===== config.mk =====
export PLATFORM = sky130hd
export DESIGN_NAME = conv2c_arbiter
export DESIGN_NICKNAME = d
export VERILOG_FILES = /design/src/rtl/conv2c_arbiter.sv
export SDC_FILE = /design/constraint.sdc
export NUM_CORES = 1
export LEC_CHECK = 0
export BUFFER_PORTS_ARGS = -buffer_cell sky130_fd_sc_hd__buf_2
export CORE_MARGIN = 2
export CORE_UTILIZATION = 45
export CTS_BUF_LIST = sky130_fd_sc_hd__clkbuf_4 sky130_fd_sc_hd__clkbuf_8
export DETAILED_ROUTE_END_ITERATION = 8
export PLACE_DENSITY = 0.86
export SKIP_CTS_REPAIR_TIMING = 1
export SYNTH_ARGS = -nofsm -noshare
export SYNTH_HDL_FRONTEND = slang
export SYNTH_SLANG_ARGS = --single-unit

===== constraint.sdc =====
create_clock -name clk -period 6.6 [get_ports clk]
set_clock_uncertainty 0.2 [all_clocks]
set_input_delay 0.33 -clock clk [delete_from_list [all_inputs] [get_ports clk]]
set_output_delay 0.33 -clock clk [all_outputs]
set_load 0.01 [all_outputs]

===== src/rtl/conv2c_arbiter.sv =====
`default_nettype none
// ============================================================================
//  Module   : conv2c_arbiter
//  Purpose  : Round-robin sharing of one 34-bit sign-magnitude to
//             two's-complement converter among 4 requesters, with a single
//             registered output stage (valid/ready, one cycle latency).
//  Options  : CONV2C_SAT_EN - when defined, results saturate to the signed
//             34-bit range instead of wrapping modulo 2^34.
//  Revision : 1.0 - initial release
// ============================================================================
module conv2c_arbiter (
    input  logic         clk,
    input  logic         rst,
    input  logic [3:0]   req_valid,
    input  logic [135:0] req_mag,
    input  logic [3:0]   req_sign,
    output logic [3:0]   req_ready,
    output logic         out_valid,
    output logic [33:0]  out_data,
    output logic [1:0]   out_id,
    input  logic         out_ready
);

    // Pointer value after reset: the search begins at ptr+1, so requester 0
    // holds first priority.
    localparam logic [1:0]  c_PTR_RESET = 2'd3;
    localparam logic [33:0] c_POS_MAX   = 34'h1_FFFF_FFFF;
    localparam logic [33:0] c_NEG_MIN   = 34'h2_0000_0000;

    logic        r_out_valid;
    logic [33:0] r_out_data;
    logic [1:0]  r_out_id;
    logic [1:0]  r_ptr;

    logic        w_slot_free;
    logic        w_grant_found;
    logic [1:0]  w_grant;
    logic [1:0]  w_idx;
    logic [3:0]  w_ready;
    logic        w_transfer;
    logic [33:0] w_sel_mag;
    logic        w_sel_sign;
    logic [33:0] w_negated;
    logic [33:0] w_result;

    assign w_slot_free = ~r_out_valid | out_ready;

    // Round-robin search: first valid requester starting at ptr+1, wrapping.
    always_comb begin
        w_grant_found = 1'b0;
        w_grant       = 2'd0;
        w_idx         = 2'd0;
        for (int k = 1; k <= 4; k++) begin
            w_idx = r_ptr + 2'(k);
            if (!w_grant_found && req_valid[w_idx]) begin
                w_grant_found = 1'b1;
                w_grant       = w_idx;
            end
        end
    end

    // Ready goes only to the winner, only when the output slot can take it,
    // and never while reset is asserted.
    always_comb begin
        w_ready = 4'b0000;
        if (!rst && w_slot_free && w_grant_found) begin
            w_ready[w_grant] = 1'b1;
        end
    end

    assign req_ready  = w_ready;
    assign w_transfer = |(req_valid & w_ready);

    // Operand mux: only the granted requester's inputs reach the converter.
    always_comb begin
        w_sel_mag  = req_mag[33:0];
        w_sel_sign = req_sign[0];
        case (w_grant)
            2'd0:    begin w_sel_mag = req_mag[33:0];    w_sel_sign = req_sign[0]; end
            2'd1:    begin w_sel_mag = req_mag[67:34];   w_sel_sign = req_sign[1]; end
            2'd2:    begin w_sel_mag = req_mag[101:68];  w_sel_sign = req_sign[2]; end
            default: begin w_sel_mag = req_mag[135:102]; w_sel_sign = req_sign[3]; end
        endcase
    end

    assign w_negated = ~w_sel_mag + 34'd1;

    // Shared conversion unit (optionally saturating).
    always_comb begin
`ifdef CONV2C_SAT_EN
        if (!w_sel_sign && w_sel_mag[33]) begin
            w_result = c_POS_MAX;
        end else if (w_sel_sign && (w_sel_mag >= c_NEG_MIN)) begin
            w_result = c_NEG_MIN;
        end else begin
            w_result = w_sel_sign ? w_negated : w_sel_mag;
        end
`else
        w_result = w_sel_sign ? w_negated : w_sel_mag;
`endif
    end

    // Output register and pointer: load on transfer, drain on out_ready,
    // hold otherwise; reset wins over a simultaneous transfer.
    always_ff @(posedge clk) begin
        if (rst) begin
            r_out_valid <= 1'b0;
            r_out_data  <= 34'd0;
            r_out_id    <= 2'd0;
            r_ptr       <= c_PTR_RESET;
        end else if (w_transfer) begin
            r_out_valid <= 1'b1;
            r_out_data  <= w_result;
            r_out_id    <= w_grant;
            r_ptr       <= w_grant;
        end else if (out_ready) begin
            r_out_valid <= 1'b0;
        end
    end

    assign out_valid = r_out_valid;
    assign out_data  = r_out_data;
    assign out_id    = r_out_id;

endmodule
`default_nettype wire


* Word-level counts from Yosys, hierarchy flattened
Index checks and enable logic that the tools add are counted.
** Word-level totals
- Logic and storage cells :: 57
- Input port bits :: 147
- Register bits after elaboration :: 39
** Cells by class
- Add/subtract/negate cells :: 4
- $lt $le $gt $ge :: 6
- Bitwise gates (word level) :: 4
- Equal/unequal tests :: 2
- Muxes and demuxes :: 24
- Reduce and logical (&&, ||, !) cells :: 13
** Operators by type and width (count)
- 34-bit one-hot mux with 3 select lines :: 1
- 34-bit by 1-bit adder with 34-bit output (second input constant) :: 1
- 34-bit 2-to-1 mux :: 1
- 34-bit inverter :: 1
- 2-bit by 3-bit < comparator with 1-bit output (second input constant) :: 5
- 1-bit 2-to-1 mux :: 11
- 1-bit binary-select mux with 2-bit select :: 4
- 2-bit 2-to-1 mux :: 4
- 1-bit logical AND :: 6
- 2-bit adder (second input constant) :: 2
- 4-bit AND :: 1
- 1-bit logical NOT :: 4
- 4-bit 2-to-1 mux :: 1
- 4-bit OR reduction :: 1
- 1-bit one-hot mux with 3 select lines :: 1
- 2-bit by 1-bit adder with 2-bit output (second input constant) :: 1
- 1-bit demux with 2-bit select :: 1
- 2-bit by 1-bit == test with 1-bit output (second input constant) :: 1
- 2-bit == test (second input constant) :: 1
- 2-bit by 1-bit greater-or-equal comparator with 1-bit output (second input constant) :: 1
- 2-bit logical NOT :: 1
- 2-bit nonzero test :: 1
- 1-bit inverter :: 1
- 1-bit OR :: 1

* Depth between registers and ports, before layout
Gate-level depths: netlist of the first run.
- Depth in word-level cells :: 21
- Gate-level depth with buffers :: 13
- Mapped depth without buffers :: 11

* Worst setup path before layout of the first run
Ideal clock, no wire load.
- Path type :: register to register
- Start :: reg r_ptr[1]
- End :: reg r_out_data[26], in the netlist out_data[26]
- Cell stages (with the launch flop) :: 13
- Buffers on the path :: 1
- Clock period less this slack :: 3160 ps
- Arrival :: 2874 ps
- Path slack :: 3440 ps
- Required time :: 6314 ps
- Library setup time :: 86 ps
- Path through :: dfxtp_1 > nand2b_1 > a31oi_4 > buf_2 > mux2i_1 > mux2i_1 > inv_1 > ha_1 > nor4b_4 > nand4_2 > o41ai_2 > xor2_1 > a211oi_1
** On the way
- Word-level cells in the longest chain between the ends :: 20
** RTL lines
- start, declared :: line 33 : logic [1:0] r_ptr;
- start signal, assigned :: line 110 : r_ptr <= c_PTR_RESET;
- start signal, assigned :: line 115 : r_ptr <= w_grant;
- parallel branches: the longest is 20 deep, another holds 2-bit by 1-bit adder with 2-bit output
- end signal, assigned :: line 113 : r_out_data <= w_result;
- end, declared :: line 31 : logic [33:0] r_out_data;
Parallel ways; which one is timed is not known. The select of a mux whose other input is x is not followed.
A chain may end at the register's enable or synchronous reset.

* Final worst setup path of the first run
- Start :: reg r_ptr[1]
- End :: reg r_out_data[31], in the netlist out_data[31]
The elaborated chain is that of the path after synthesis.

==> results_dict.tcl, run 1 <==
set metrics [dict create \
    finalPower_mw 0.909 \
    startpoint_type "flip-flop" \
    worst_slew_pin_slew_ps 1250 \
    rsz0062_at_grt "false" \
    postRouteAntennaNets 0 \
    finalSetupViolCount 0 \
    clockBufferDepth 2 \
    fillers 697 \
    routed_wl_um 10900 \
    port-buffer-count 187 \
    cts.sinks 39 \
    dieHeight_um 92.4 \
    cts_tree "done" \
    period_needed_ps 4060 \
    max_slew_margin_pct 15.0 \
    fin_nets 717 \
    crit_buf_inv 1 \
    critPathKind "reg2reg" \
    chipWidth_um 92.4 \
    fin_crit_sh_pct 61.5 \
    static-leakage-power_nw 2.15 \
    synth_seq_cells 39 \
    status "finished clean" \
    path_clk_slew_ps 80 \
    synthCells 398 \
    yosysSeqAreaShare_pct 22.2 \
    cp_slowest_cell "o221a_2" \
    first_global_vias 3649 \
    initial_core_util_pct 46.0 \
    place_congestion 0.922 \
    critical-path-max-stage-delay_ps 800 \
    wire_per_inst_um 16.2 \
    slew_viol_final 0 \
    max_cap_violations 0 \
    synth_top_area_share_pct 27.9 \
    cp_data_arrival_time_ps 4010 \
    finalSetupTns_ps 0 \
    synth_cell_types 53 \
    fmaxAchievable_mhz 246 \
    ys_top_cells_by_area "mux2i_1, dfxtp_1, a211oi_1" \
    fp.dieArea_um2 8530 \
    finalHoldViolations 0 \
    clock_latency_ps 290 \
    critical_path.top_delay_family "compound AO/OA/AOI/OAI gates" \
    peakVddDrop_uv 112 \
    hold_path.class "in2reg" \
    syn_nets 546 \
    htreeDepth 2 \
    cts_made_buffers 5 \
    grt_max_degree 53 \
    synth-async-reset-ratio_pct 0 \
    grt.overflow.total 0 \
    first_pass_iters 4 \
    drc_errors 0 \
    synth_edf_count 0 \
    core_um2 7650 \
    synth_area_leader_cell "mux2i_1" \
    ys_warn_count 0 \
    drt-initial-drc-count 171 \
    final_cell_mix "buf_2, mux2i_1, nor2_1" \
    num_vias 3764 \
    std_cell_rows 32 \
    powerDensity_nw_per_um2 200 \
    track_usage_pct 24.8 \
    final_common_cell "buf_2" \
    syn_area_per_cell_um2 8.83 \
    diodes 0 \
    grt_pass1_wl_um 17200 \
    drive_above_1_share_pct 39.5 \
    dp_hpwl_um 8570 \
    antenna_found_initial 0 \
    layout-area-overhead-vs-synth_pct 29.0 \
    critPathRequiredTime_ps 6550 \
    via_per_inst 5.60 \
    path_max_fanout 30 \
    design.portCount 188 \
    cts_root_buffer "clkbuf_8" \
    synthFlopType "dfxtp_1" \
    cp-end-kind "flip-flop" \
    syn-cell-area_um2 3510 \
    cp_cell_sequence "nand2b_1 -> a21oi_1 -> o221a_2 -> buf_4 -> mux2i_1 -> or4_4 -> o41ai_2 -> nor2_1 -> a211oi_1 -> o311ai_1" \
]
-- metal layers --
layer  vias up  GRT usage, %  part of all wire (%)
met3        20          4.88                   6.0
met2       145          43.6                    51
met4         0          6.59                   1.9
met1      1770          31.0                    42
met5         -             0                     0
li1       1829             -                     -
-- cell type report --
class                   instances  area, um^2  share of cell area [%]
repair buffers                192         973                    21.5
clock inverters                 2        12.5                   0.276
inverters                       4        15.0                   0.331
clock buffers                   6        76.3                    1.68
multi-input cells             327        2550                    56.2
flip-flops and latches         39         781                    17.2
well taps                     102         128                    2.81
-- worst paths after layout --
kind                                start           end  slack [ps]  depth (start not counted)
worst max-delay path             r_ptr[1]  out_data[31]        2540                         10
worst min-delay path            out_ready     out_valid         190                          4
worst max register to register   r_ptr[1]  out_data[31]        2540                         10
worst min register to register  out_id[1]     out_id[1]         260                          2
-- cell usage after synthesis, types with 5 or more instances --
cell type  number
mux2i_1        98
nor2_1         41
dfxtp_1        39
a211oi_1       26
xor2_1         18
a21oi_1        16
nand2_1        15
clkbuf_1       13
o21ai_0        10
buf_6           8
nand3_1         7
nand3b_1        7
nor2b_1         7
xnor2_1         7
o31ai_1         6
buf_2           5
nor3_1          5
-- registers in the layout, summed over array words and instances, names as in the netlist --
name,cells
r_ptr,2
out_id,2
out_data,34
out_valid,1
-- where the power goes --
part	switching, mW	total, mW	internal (mW)
logic	0.266	0.462	0.196
clock network	0.0850	0.163	0.0780
registers	0.0172	0.284	0.267
-- cells by family after synthesis --
| group | synth area share (%) |
|---|---|
| and+or+nand+nor | 19.1 |
| muxes | 29.0 |
| AOI/OAI and AO/OA | 17.6 |
| DFF | 22.2 |
| buffers and inverters | 5.52 |
| xor gates and xnor gates | 6.23 |
| adders and majority gates | 0.356 |
-- through the flow --
stage / utilization, % / hold WS (ps) / worst slack (ps) / instances / area (um^2)
floorplan: - / 276 / 3440 / 398 / 3510
global placement: 58.1 / 246 / 2700 / 664 / 4450
detailed placement: 58.1 / 249 / 2480 / 664 / 4450
CTS: 59.3 / 188 / 2530 / 672 / 4530
global route: 59.3 / 241 / 2300 / 672 / 4530
finish: 59.3 / 188 / 2540 / 672 / 4530
-- worst register-to-register path, cell delays in order (launching register included) --
cell and delay (ps):
dfxtp_1 370, nand2b_1 160, a21oi_1 170, o221a_2 800, buf_4 430, mux2i_1 230, or4_4 590, o41ai_2 480
nor2_1 110, a211oi_1 260, o311ai_1 130
(Power assumes the default switching activity.)
==> run 2: changes to the inputs <==
--- a/config.mk
+++ b/config.mk
@@ -7,10 +7,10 @@
 export LEC_CHECK = 0
 export BUFFER_PORTS_ARGS = -buffer_cell sky130_fd_sc_hd__buf_2
 export CORE_MARGIN = 2
-export CORE_UTILIZATION = 45
+export CORE_UTILIZATION = 42
 export CTS_BUF_LIST = sky130_fd_sc_hd__clkbuf_4 sky130_fd_sc_hd__clkbuf_8
 export DETAILED_ROUTE_END_ITERATION = 8
-export PLACE_DENSITY = 0.86
+export PLACE_DENSITY = 0.85
 export SKIP_CTS_REPAIR_TIMING = 1
 export SYNTH_ARGS = -nofsm -noshare
 export SYNTH_HDL_FRONTEND = slang
==> constraint.sdc (replaced) <==
create_clock -name clk -period 3.55 [get_ports clk]
set_clock_uncertainty 0.2 [all_clocks]
set_input_delay 0.1775 -clock clk [delete_from_list [all_inputs] [get_ports clk]]
set_output_delay 0.1775 -clock clk [all_outputs]
set_load 0.01 [all_outputs]
==> run 2 against run 1 <==
Power rose by 94%; sequential power rose by 86%; register-to-register slack got worse by 2400 ps; first-iteration DRC count rose by 30%; wire length rose by 0.85%; worst hold slack got worse by 180 ps; largest cell class unchanged; highest routed layer unchanged.
==> results_dict.tcl, run 2 (synthesis gave the netlist of run 1 again) <==
set metrics [dict create \
    worst_slew_pin_slew_ps 764 \
    cts_made_buffers 5 \
    fin_ws_ps 120 \
    fillers 737 \
    dp_hpwl_um 8430 \
    cts.sinks 39 \
    max_cap_violations 0 \
    whs_ps 11.8 \
    cts_root_buffer "clkbuf_8" \
    cp_data_arrival_time_ps 3380 \
    first_pass_iters 4 \
    wire_per_inst_um 16.0 \
    drt-initial-drc-count 223 \
    design.portCount 188 \
    powerDensity_nw_per_um2 374 \
    finalHoldViolations 0 \
    clock_latency_ps 280 \
    place_congestion 0.830 \
    critPathRequiredTime_ps 3500 \
    core_um2 8180 \
    std_cell_rows 33 \
    dieHeight_um 95.5 \
    drive_above_1_share_pct 41.3 \
    startpoint_type "flip-flop" \
    htreeDepth 2 \
    diodes 0 \
    chipWidth_um 95.5 \
    cts_tree "done" \
    finalSetupViolCount 0 \
    peakVddDrop_uv 174 \
    path_clk_slew_ps 80 \
    static-leakage-power_nw 2.25 \
    clockBufferDepth 2 \
    initial_core_util_pct 43.0 \
    fp.dieArea_um2 9120 \
    via_per_inst 5.54 \
    path_max_fanout 18 \
    fmaxAchievable_mhz 292 \
    period_needed_ps 3430 \
    max_slew_margin_pct 49.0 \
    status "finished clean" \
    final_cell_mix "buf_2, mux2i_1, nor2_1" \
    placed_area_um2 4510 \
    fin_crit_sh_pct 96.6 \
    largest_register_ffs 34 \
    slew_viol_final 0 \
    regArea_um2 782 \
    first_global_vias 3521 \
    rsz0062_at_grt "true" \
    postRouteAntennaNets 0 \
    antenna_found_initial 0 \
    finalSetupTns_ps 0 \
    track_usage_pct 22.4 \
    finish.instance_area_um2 4710 \
    grt_max_degree 43 \
    pre_cts_ws_ps 64.2 \
    final_common_cell "buf_2" \
    fin_nets 728 \
    cp-end-kind "flip-flop" \
    critPathKind "reg2reg" \
    multi_input_area_um2 2570 \
    port-buffer-count 187 \
    utilization_pct 57.7 \
    drc_errors 0 \
    num_vias 3802 \
    grt_pass1_wl_um 16200 \
    routed_wl_um 11000 \
    hold_path.class "in2reg" \
    layout-area-overhead-vs-synth_pct 34.1 \
    grt.overflow.total 0 \
]
[run 2: final timing paths]
check / from / end / cells past startpoint / slack, ps
min reg2reg: out_id[1] / out_id[1] / 2 / 270
max: r_ptr[1] / out_data[31] / 10 / 120
max reg2reg: r_ptr[1] / out_data[31] / 10 / 120
min: out_ready / out_valid / 4 / 10
[run 2: through the flow]
stage / std cells / total power [mW]
2_1_floorplan: 398 / 1.14
3_3_place_gp: 672 / 1.37
3_5_place_dp: 672 / 1.40
4_1_cts: 680 / 1.75
5_1_grt: 686 / 1.87
6_report: 686 / 1.76
[run 2: report_power, final]
part	total [mW]	switching [mW]	internal [mW]
Clock	0.337	0.152	0.185
Sequential	0.527	0.0311	0.496
Combinational	0.897	0.503	0.394
[run 2: routing by layer]
layer	part of all wire (%)	up-vias	GRT usage [%]
met1	40	1792	25.8
met4	1.0	0	5.12
met5	0	-	0
met2	52	143	41.6
met3	7.7	12	5.30
li1	-	1855	-
[run 2: worst max-delay path, cell delays in order (launching register included)]
cell and delay (ps):
dfxtp_2 360, nand2b_1 180, a31oi_4 350, buf_8 260, mux2i_1 210, mux2i_1 180
or4_4 600, o41ai_2 480, nor2_1 80, a211oi_1 250, o311ai_1 130
[run 2: final cells by class]
type | count | area share (%)
inverter | 4 | 0.319
tap | 105 | 2.79
sequential | 39 | 16.6
timing repair buffer | 203 | 23.5
multi-input combinational | 327 | 54.6
clock buffer | 8 | 2.20
==> run 3: changes to the inputs <==
--- a/config.mk
+++ b/config.mk
@@ -8,7 +8,7 @@
 export BUFFER_PORTS_ARGS = -buffer_cell sky130_fd_sc_hd__buf_2
 export CORE_MARGIN = 2
 export CORE_UTILIZATION = 42
-export CTS_BUF_LIST = sky130_fd_sc_hd__clkbuf_4 sky130_fd_sc_hd__clkbuf_8
+export CTS_BUF_LIST = sky130_fd_sc_hd__clkbuf_8
 export DETAILED_ROUTE_END_ITERATION = 8
 export PLACE_DENSITY = 0.85
 export SKIP_CTS_REPAIR_TIMING = 1
==> run 3 against run 2 <==
Worst hold slack worse by 3.7 ps; global-route usage unchanged; design area about the same; via count up 0.24%; clock power down 2%.
==> results_dict.tcl, run 3 (synthesis gave the netlist of run 1 again) <==
set metrics [dict create \
    status "finished clean" \
    fin_nets 728 \
    max_slew_margin_pct 50.7 \
    largest_register_ffs 34 \
    cts.sinks 39 \
    drt-initial-drc-count 235 \
    whs_ps 8.16 \
    dieHeight_um 95.5 \
    fp.dieArea_um2 9120 \
    final_common_cell "buf_2" \
    finalSetupViolCount 0 \
    grt_max_degree 43 \
    grt_use_met3_pct 5.30 \
    slew_viol_final 0 \
    grt_util_met1_pct 25.8 \
    hold_start "out_ready" \
    grt.overflow.total 0 \
    finalHoldViolations 0 \
    grt_pass1_wl_um 16200 \
    wire_per_inst_um 16.0 \
    worst_slew_pin_slew_ps 740 \
    place_congestion 0.830 \
    cts_tree "done" \
    fmaxAchievable_mhz 292 \
    critical_path.top_delay_family "compound AO/OA/AOI/OAI gates" \
    via_per_inst 5.56 \
    drc_errors 0 \
    antenna_found_initial 0 \
    cts_root_buffer "clkbuf_8" \
    cp_num_cells 10 \
    critPathRequiredTime_ps 3500 \
    finish.instance_area_um2 4710 \
    std_cell_rows 33 \
    path_max_fanout 18 \
    initial_core_util_pct 43.0 \
    diodes 0 \
    port-buffer-count 187 \
    num_vias 3811 \
    hold_path.class "in2reg" \
    period_needed_ps 3420 \
    final_cell_mix "buf_2, mux2i_1, nor2_1" \
    pre_cts_ws_ps 64.2 \
    rsz0062_at_grt "true" \
    clock_latency_ps 290 \
    cp-end-kind "flip-flop" \
    dp_hpwl_um 8430 \
    core_um2 8180 \
    fillers 737 \
    clockBufferDepth 2 \
    path_clk_slew_ps 80 \
    regArea_um2 782 \
    max_cap_violations 0 \
    timing.rr.start "r_ptr[1]" \
    first_pass_iters 5 \
    cts_made_buffers 5 \
    critical-path-max-stage-delay_ps 600 \
    htreeDepth 2 \
    powerDensity_nw_per_um2 373 \
    fin_crit_sh_pct 96.4 \
    drive_above_1_share_pct 41.1 \
    design.portCount 188 \
    fin_ws_ps 127 \
    crit_buf_inv 1 \
    grt_util_met2_pct 41.6 \
    cp_cell_sequence "nand2b_1 -> a31oi_4 -> buf_8 -> mux2i_1 -> mux2i_1 -> or4_4 -> o41ai_2 -> nor2_1 -> a211oi_1 -> o311ai_1" \
    postRouteAntennaNets 0 \
    critPathKind "reg2reg" \
    first_global_vias 3521 \
    r2r.worst_path.cells 10 \
    placed_area_um2 4510 \
    startpoint_type "flip-flop" \
    routed_wl_um 11000 \
    crit_start "r_ptr[1]" \
    chipWidth_um 95.5 \
    static-leakage-power_nw 2.25 \
    busiest_layer "met2" \
    layout-area-overhead-vs-synth_pct 34.0 \
    track_usage_pct 22.4 \
    crit_top_cell "mux2i_1" \
    multi_input_area_um2 2570 \
    worstHoldPathCells 4 \
    cp_data_arrival_time_ps 3380 \
    peakVddDrop_uv 176 \
    cp_slowest_cell "or4_4" \
]
run 3: cell count changes in the layout (fill, tap and decap cells not counted):
cell      previous run  this run
clkbuf_4             1         0
inv_1                4         5
run 3: final timing paths:
kind	slack, ps	end
worst min register to register	270	out_data[18]
worst max-delay path	130	out_data[31]
worst max register to register	130	out_data[31]
worst min-delay path	8	out_valid
run 3: where the power goes:
group          internal, mW  leakage, nW  switching, mW
logic                 0.394         1.87          0.504
registers             0.496        0.323         0.0312
clock network         0.175       0.0557          0.156
total                  1.06         2.25          0.691
run 3: tightest hold or removal path, stage by stage:
cell and delay (ps):
buf_2 70, nor2b_1 50, nor2b_1 100, nor2_1 50
run 3: per-stage QoR:
stage	std cells	TNS (ps)	utilization, %	total power, mW
3_5_place_dp	672	0	55.2	1.40
6_report	686	0	57.6	1.76
5_1_grt	686	-230	57.6	1.86
2_1_floorplan	398	0	-	1.14
4_1_cts	680	0	56.4	1.74
3_3_place_gp	672	0	55.2	1.37
run 3: layout make-up:
type                            count  area share, %
Clock buffer                        7           2.05
Clock inverter                      1         0.0797
Inverter                            4          0.319
Multi-Input combinational cell    327           54.7
Sequential cell                    39           16.6
Tap cell                          105           2.79
Timing Repair Buffer              203           23.5
run 3: routing by layer:
| layer | part of all wire (%) | vias to the layer above | wire length [um] |
|---|---|---|---|
| met5 | 0 | - | 0 |
| met4 | 1.3 | 0 | 144 |
| met3 | 8.0 | 15 | 876 |
| met2 | 51 | 166 | 5610 |
| met1 | 40 | 1775 | 4370 |
| li1 | - | 1855 | - |
